### src/rtl/ctrl_stage_pipe_pkg.sv
// ctrl_stage_pipe_pkg: decoder constants and per-stage control bundle types
package ctrl_stage_pipe_pkg;
    localparam logic [6:0] OP_R      = 7'b0110011;
    localparam logic [6:0] OP_IMM    = 7'b0010011;
    localparam logic [6:0] OP_LOAD   = 7'b0000011;
    localparam logic [6:0] OP_STORE  = 7'b0100011;
    localparam logic [6:0] OP_BRANCH = 7'b1100011;
    localparam logic [6:0] OP_JAL    = 7'b1101111;
    localparam logic [6:0] OP_JALR   = 7'b1100111;

    localparam logic [1:0] NPC_PC4  = 2'd0;
    localparam logic [1:0] NPC_BR   = 2'd1;
    localparam logic [1:0] NPC_JAL  = 2'd2;
    localparam logic [1:0] NPC_JALR = 2'd3;

    localparam logic [1:0] WD_ALU = 2'd0;
    localparam logic [1:0] WD_MEM = 2'd1;
    localparam logic [1:0] WD_PC4 = 2'd2;

    localparam logic [3:0] ALU_ADD = 4'd0;
    localparam logic [3:0] ALU_SUB = 4'd1;
    localparam logic [3:0] ALU_OR  = 4'd3;

    typedef struct packed {
        logic       valid;
        logic [1:0] npcop;
        logic [3:0] aluop;
        logic       asel;
        logic       bsel;
        logic       wen;
        logic       rfwr;
        logic [1:0] wdsel;
    } ex_ctrl_t;

    typedef struct packed {
        logic       valid;
        logic       wen;
        logic       rfwr;
        logic [1:0] wdsel;
    } mem_ctrl_t;

    typedef struct packed {
        logic       valid;
        logic       rfwr;
        logic [1:0] wdsel;
    } wb_ctrl_t;

    localparam ex_ctrl_t  EX_BUBBLE  = '0;
    localparam mem_ctrl_t MEM_BUBBLE = '0;
    localparam wb_ctrl_t  WB_BUBBLE  = '0;

    function automatic logic [1:0] wdsel_of(input logic [6:0] op);
        return op == OP_LOAD ? WD_MEM : (op == OP_JAL || op == OP_JALR) ? WD_PC4 : WD_ALU;
    endfunction
endpackage

### src/rtl/ctrl_pipe_reg.sv
// ctrl_pipe_reg: stage register with hold, bubble insertion and load
module ctrl_pipe_reg #(
    parameter int W = 8,
    parameter logic [W-1:0] BUBBLE = '0
) (
    input  logic         clk,
    input  logic         rst_n,
    input  logic         load,
    input  logic         bubble,
    input  logic         hold,
    input  logic [W-1:0] d,
    output logic [W-1:0] q
);
    // hold beats bubble, bubble beats load
    always_ff @(posedge clk)
        if (!rst_n) q <= '0;
        else if (!hold) q <= bubble ? BUBBLE : load ? d : q;
endmodule

### src/rtl/ctrl_stage_pipe.sv
// ctrl_stage_pipe: ID/EX, EX/MEM, MEM/WB control pipeline with hazard handling and counters
module ctrl_stage_pipe
    import ctrl_stage_pipe_pkg::*;
#(
    parameter int RD_W  = 5,
    parameter int CNT_W = 32
) (
    input  logic             clk,
    input  logic             rst_n,
    input  logic             id_valid,
    input  logic [1:0]       id_npcop,
    input  logic             id_wen,
    input  logic [3:0]       id_aluop,
    input  logic             id_asel,
    input  logic             id_bsel,
    input  logic [2:0]       id_extop,
    input  logic             id_rfwr,
    input  logic [1:0]       id_wdsel,
    input  logic [RD_W-1:0]  id_rd,
    input  logic             stall,
    input  logic             flush,
    input  logic             hold,
    output logic             ex_valid,
    output logic [1:0]       ex_npcop,
    output logic [3:0]       ex_aluop,
    output logic             ex_asel,
    output logic             ex_bsel,
    output logic [RD_W-1:0]  ex_rd,
    output logic             mem_valid,
    output logic             mem_wen,
    output logic             mem_rfwr,
    output logic [1:0]       mem_wdsel,
    output logic [RD_W-1:0]  mem_rd,
    output logic             wb_valid,
    output logic             wb_rfwr,
    output logic [1:0]       wb_wdsel,
    output logic [RD_W-1:0]  wb_rd,
    output logic [CNT_W-1:0] retire_cnt,
    output logic [CNT_W-1:0] bubble_cnt
);
    ex_ctrl_t  id_ctrl, ex_q;
    mem_ctrl_t mem_d, mem_q;
    wb_ctrl_t  wb_d, wb_q;
    logic      unused_extop;

    assign unused_extop = ^id_extop;
    assign id_ctrl = '{valid: 1'b1, npcop: id_npcop, aluop: id_aluop, asel: id_asel,
                       bsel: id_bsel, wen: id_wen, rfwr: id_rfwr, wdsel: id_wdsel};
    assign mem_d = '{valid: ex_q.valid, wen: ex_q.wen, rfwr: ex_q.rfwr, wdsel: ex_q.wdsel};
    assign wb_d  = '{valid: mem_q.valid, rfwr: mem_q.rfwr, wdsel: mem_q.wdsel};

    ctrl_pipe_reg #(.W($bits(ex_ctrl_t) + RD_W), .BUBBLE({EX_BUBBLE, {RD_W{1'b0}}})) u_idex (
        .clk, .rst_n, .load(1'b1), .bubble(flush | stall | !id_valid), .hold,
        .d({id_ctrl, id_rd}), .q({ex_q, ex_rd})
    );

    ctrl_pipe_reg #(.W($bits(mem_ctrl_t) + RD_W), .BUBBLE({MEM_BUBBLE, {RD_W{1'b0}}})) u_exmem (
        .clk, .rst_n, .load(1'b1), .bubble(1'b0), .hold,
        .d({mem_d, ex_rd}), .q({mem_q, mem_rd})
    );

    ctrl_pipe_reg #(.W($bits(wb_ctrl_t) + RD_W), .BUBBLE({WB_BUBBLE, {RD_W{1'b0}}})) u_memwb (
        .clk, .rst_n, .load(1'b1), .bubble(1'b0), .hold,
        .d({wb_d, mem_rd}), .q({wb_q, wb_rd})
    );

    assign ex_valid  = ex_q.valid;
    assign ex_npcop  = ex_q.valid ? ex_q.npcop : 2'd0;
    assign ex_aluop  = ex_q.aluop;
    assign ex_asel   = ex_q.asel;
    assign ex_bsel   = ex_q.bsel;
    assign mem_valid = mem_q.valid;
    assign mem_wen   = mem_q.valid & mem_q.wen;
    assign mem_rfwr  = mem_q.valid & mem_q.rfwr & (|mem_rd);
    assign mem_wdsel = mem_q.wdsel;
    assign wb_valid  = wb_q.valid;
    assign wb_rfwr   = wb_q.valid & wb_q.rfwr & (|wb_rd);
    assign wb_wdsel  = wb_q.wdsel;

    // retire and bubble counters freeze on hold and wrap freely; one bubble even if flush and stall coincide
    always_ff @(posedge clk)
        if (!rst_n) begin
            retire_cnt <= '0;
            bubble_cnt <= '0;
        end else if (!hold) begin
            retire_cnt <= retire_cnt + CNT_W'(wb_valid);
            bubble_cnt <= bubble_cnt + CNT_W'(flush | stall);
        end
endmodule
### config.mk
export PLATFORM = sky130hd
export DESIGN_NAME = ctrl_stage_pipe
export DESIGN_NICKNAME = d
export VERILOG_FILES = /design/src/rtl/ctrl_stage_pipe_pkg.sv /design/src/rtl/ctrl_pipe_reg.sv /design/src/rtl/ctrl_stage_pipe.sv
export SDC_FILE = /design/constraint.sdc
export NUM_CORES = 1
export LEC_CHECK = 0
export BUFFER_PORTS_ARGS = -buffer_cell sky130_fd_sc_hd__buf_2
export CORE_MARGIN = 1
export CORE_UTILIZATION = 55
export DETAILED_ROUTE_END_ITERATION = 7
export GPL_ROUTABILITY_DRIVEN = 0
export PLACE_DENSITY_LB_ADDON = 0.1
export REMOVE_ABC_BUFFERS = 1
export SYNTH_ARGS = -nofsm -noshare
export SYNTH_HDL_FRONTEND = slang
export SYNTH_SLANG_ARGS = --single-unit
### constraint.sdc
create_clock -name clk -period 3.1 [get_ports clk]
set_clock_uncertainty 0.1 [all_clocks]
set_input_delay 0.155 -clock clk [delete_from_list [all_inputs] [get_ports clk]]
set_output_delay 0.155 -clock clk [all_outputs]
set_load 0.02 [all_outputs]
Yosys cells after proc, flatten, opt, wreduce, memory -nomap -nowiden --
Cells that the tools add are included.
Storage, ports and cells: word-level logic and storage cells 20, bits in registers 101, input port bits 26
Operators by class: reduce and logical (&&, ||, !) cells 3, bitwise logic cells 8, multiplexer cells 2, $add $sub $neg 2
Operator list (number):
- adder 32 x 1 -> 32 bit | 2
- two-way mux 18 bit | 1
- OR reduction 5 bit | 2
- bitwise AND 1 bit | 5
- OR 1 bit | 3
- two-way mux 2 bit | 1
- zero test 1 bit | 1

Logic depth before layout (Yosys ltp) --
depth after elaboration 3, gate-level depth with buffers 9, gate-level depth less buffers 7

Cells and area by module --
From an unflattened synthesis, not the netlist that was laid out.
Unflattened totals: cells, all modules 539, area total of the unflattened synthesis 4754.6 um^2
By module, submodules not included:
- ctrl_stage_pipe | instances 1, cells an instance 369, area each 3135.5 um^2, seq. area each 1281.2 um^2
- ctrl_pipe_reg (u_idex) | instances 1, cells an instance 82, area each 758.2 um^2, seq. area each 360.3 um^2
- ctrl_pipe_reg (u_exmem) | instances 1, cells an instance 46, area each 450.4 um^2, seq. area each 200.2 um^2
- ctrl_pipe_reg (u_memwb) | instances 1, cells an instance 42, area each 410.4 um^2, seq. area each 180.2 um^2

Worst setup path after synthesis --
No wires, ideal clock.
path type flip-flop to flip-flop, from reg bubble_cnt[0], to reg bubble_cnt[24], data required time 2.930 ns, path slack 0.879 ns, period minus slack after synthesis 2.221 ns, path buffers 2, stages on the path, launching flop included 9, arrival time 2.051 ns, cells stage by stage dfxtp_1 -> ha_1 -> ha_1 -> and4b_1 -> clkbuf_1 -> nand3_1 -> clkbuf_1 -> or4_1 -> a21oi_1
On the way: longest elaborated chain between the ends 1
RTL lines:
- start: declaration | line ctrl_stage_pipe.sv:39 | output logic [CNT_W-1:0] bubble_cnt
- start signal: assignment | line ctrl_stage_pipe.sv:87 | bubble_cnt <= bubble_cnt + CNT_W'(flush | stall);
- adder 32 x 1 -> 32 bit | line ctrl_stage_pipe.sv:87
No other way between the ends. A chain may end at the register's enable or synchronous reset.

Worst setup path after layout --
from reg bubble_cnt[0], to reg bubble_cnt[20]
Same word-level chain as after synthesis.

==> impl_metrics.csv <==
group,metric,value,unit
global_route,overflow,0,
worst_setup_path,worstSetupPathType,"register to register",
logic_synthesis,synth_top_family_by_area,"simple AND/OR/NAND/NOR gates",
layout,diodes,0,
sta,grt_setup_unrepaired,"false",
logic_synthesis,syn_area,4450,sq um
floorplan,coreArea,7770,sq um
clocking,cts_setup_buffers,0,
clocking,ctsRootBufferMaster,"clkbuf_8",
worst_setup_path,rr_worst_depth,6,
logic_synthesis,muxShareOfSynthArea,0.0539,
sta,finalSetupViolations,0,
global_route,antenna_found_initial,0,
sta,drv_slew,0,
placement,port_buffers,119,
logic_synthesis,synth_compound_area_frac,0.139,
clocking,h-tree-depth,3,
logic_synthesis,synthArstFlopShare,0,
logic_synthesis,yosys-top-cells-count,"dfxtp_1 (101), nor2_1 (62), a21oi_1 (37), o31ai_1 (28), or4_1 (28)",
floorplan,die_w,92.0,microns
run_status,status,"finished, final reports clean",
logic_synthesis,ys_ff_latch,101,
worst_setup_path,r2r-end,"bubble_cnt[20]",
route,drtAntennaViolNets,0,
worst_setup_path,critical_path.max_fanout,12,
logic_synthesis,synth-xor-area-share,0.0413,
global_route,grtUsageTotal,0.243,
route,avgRoutedWirePerCell,14.3,microns
worst_setup_path,timing.rr.start,"bubble_cnt[0]",
clocking,clk_path_buf_depth,2,
global_route,grt_busiest_layer,"met2",
route,via_count,4086,
logic_synthesis,yosys.area.top_type,"dfxtp_1",
global_route,met3_usage,0.0697,
route,drc_errors,0,
worst_setup_path,cp-endpoint,"bubble_cnt[20]",
power_and_ir_drop,p_leak,2.28,nW
logic_synthesis,yosysMostFrequentCell,"dfxtp_1",
global_route,grt_max_degree,59,
global_route,grt_first_pass_wirelength,16.8,mm
floorplan,die_area,8460,sq um
layout,nets,634,
floorplan,row_count,32,
floorplan,ios,123,
floorplan,die_h,92.0,microns
clocking,insertion_delay,0.36,ns
sta,worst_slew_pin_slew,0.722,ns
global_route,use_met1,0.318,
logic_synthesis,ys_warn_count,0,
logic_synthesis,synthFlopType,"dfxtp_1",
logic_synthesis,synth_top_area_frac,0.454,
power_and_ir_drop,p_per_area,432,nW/um^2
logic_synthesis,synth_area_leaders,"dfxtp_1 (45%), mux2i_1 (5.4%), nor2_1 (5.2%)",
clocking,cts_tree,"built",
layout,design_area,5410,sq um
worst_setup_path,cp.required,3.29,ns
layout,area_growth,21.5,%
logic_synthesis,synth_edf_count,0,
worst_setup_path,worst_ep_arrival_time,2.60,ns
logic_synthesis,netlist_instances,493,
clocking,cts_resized,0,
worst_hold_path,hold_path.class,"input port to register",
sta,relSlewSlack,0.518,
route,drt_iter0_markers,173,
logic_synthesis,synth_fa_ha_area_frac,0.0112,
sta,setup_tns,0,ns
route,totalWireLength,10.1,mm
sta,fmax,0.416,GHz
global_route,grt_use_met2,0.393,
route,viasPerCell,5.75,
power_and_ir_drop,ir_worst_vdd,0.318,mV
clocking,clock_sink_count,101,
worst_setup_path,start_kind,"register",
sta,hold_viol_final,0,
clocking,cts_inserted_buffers,9,
logic_synthesis,postSynthAreaPerCell,9.03,sq um
logic_synthesis,seq_area_frac_synth,0.454,
worst_setup_path,r2r_slack,0.70,ns
worst_setup_path,cp-startpoint,"bubble_cnt[0]",
logic_synthesis,synth_cell_types,40,
floorplan,start_util,0.573,
global_route,grt_pass1_vias,3606,
worst_setup_path,crit_path_end_kind,"register",
placement,placed_area,5010,sq um
layout,drive_gt1_frac,0.235,
logic_synthesis,yosys.area_share.simple,0.249,
run,cap_violations,0,
route,dr.pass1.iters,4,
sta,finalCritPeriodShare,0.775,
sta,period_minus_slack,2.40,ns
clocking,clk_pin_slew,0.11,ns
layout,nFillCells,670,
placement,dp_hpwl,6.57,mm
## routing by layer
| metal | part of all wire | routed length (microns) |
|---|---|---|
| met1 | 0.45 | 4560 |
| met2 | 0.48 | 4850 |
| met3 | 0.067 | 678 |
| met4 | 0.0041 | 42 |
| met5 | 0 | 0 |
## critical path: stages (launching register included)
cell,delay [ns]
dfxtp_1,0.36
ha_1,0.25
ha_1,0.19
and4b_1,0.39
nand3_1,0.35
or4_1,0.56
a21oi_1,0.15
## power breakdown
group	total, mW	internal (mW)	switching [mW]
clock network	0.919	0.460	0.460
logic	0.109	0.0487	0.0603
registers	1.31	1.30	0.00592
total	2.34	1.81	0.526
## worst min path at each step
stage / from / end / slack [ns] / depth (start not counted)
after floorplan: rst_n / bubble_cnt[31] / 0.17 / 1
after global placement: id_rd[0] / u_idex.q[0] / 0.28 / 3
after detailed placement: id_wen / u_idex.q[8] / 0.29 / 3
after CTS: flush / bubble_cnt[0] / 0.16 / 5
after global routing: flush / bubble_cnt[0] / 0.22 / 5
final: flush / bubble_cnt[0] / 0.17 / 5
## layout by cell type (no fill, tap or decap), drive strengths merged, types with 13 or more instances in the layout
cell type and count:
dfxtp 101, nor2 62, o31ai 28, nand4 18, or4 29, a21oi 37
dlygate4sd3 18, buf 122, a22oi 17, xor2 13, nand2 23, mux2i 24
nand3 20
## metrics by stage
step,std cells,utilization,setup slack (ns),power (mW),hold WS (ns)
2_1_floorplan,453,-,0.902,1.38,0.173
3_3_place_gp,677,0.645,0.812,1.43,0.283
3_5_place_dp,677,0.645,0.744,1.43,0.293
4_1_cts,711,0.697,0.724,2.36,0.161
5_1_grt,711,0.697,0.503,2.44,0.224
6_report,711,0.697,0.697,2.34,0.171
## logic make-up (layout without fill, tap and decap cells)
logic type / Yosys count / count (layout)
AND/OR/NAND/NOR: 200 / 200
buffers and inverters: 47 / 163
AO/OA/AOI/OAI: 96 / 96
flip-flops: 101 / 101
adder cells (fa/ha/maj): 4 / 4
XOR/XNOR: 21 / 21
multiplexers: 24 / 24
## registers in the layout, indices dropped and copies added, names as in the netlist
name	count
u_idex.q	18
u_exmem.q	10
retire_cnt	32
u_memwb.q	9
bubble_cnt	32
## layout make-up
type                    instances  area [sq um]  area share
multi-input cells             345          2200       0.407
flip-flops and latches        101          2020       0.374
repair buffers                140           811       0.150
well taps                     102           128      0.0236
clock buffers                   9           124      0.0229
clock inverters                 7          96.3      0.0178
inverters                       7          26.3     0.00486
## what timing repair did
item                                   4_1_cts  5_1_grt
setup endpoints to repair                    0        0
hold buffers                                18        0
endpoints found under the hold margin       18        0
No activity file was read; power rests on OpenSTA's default activity.
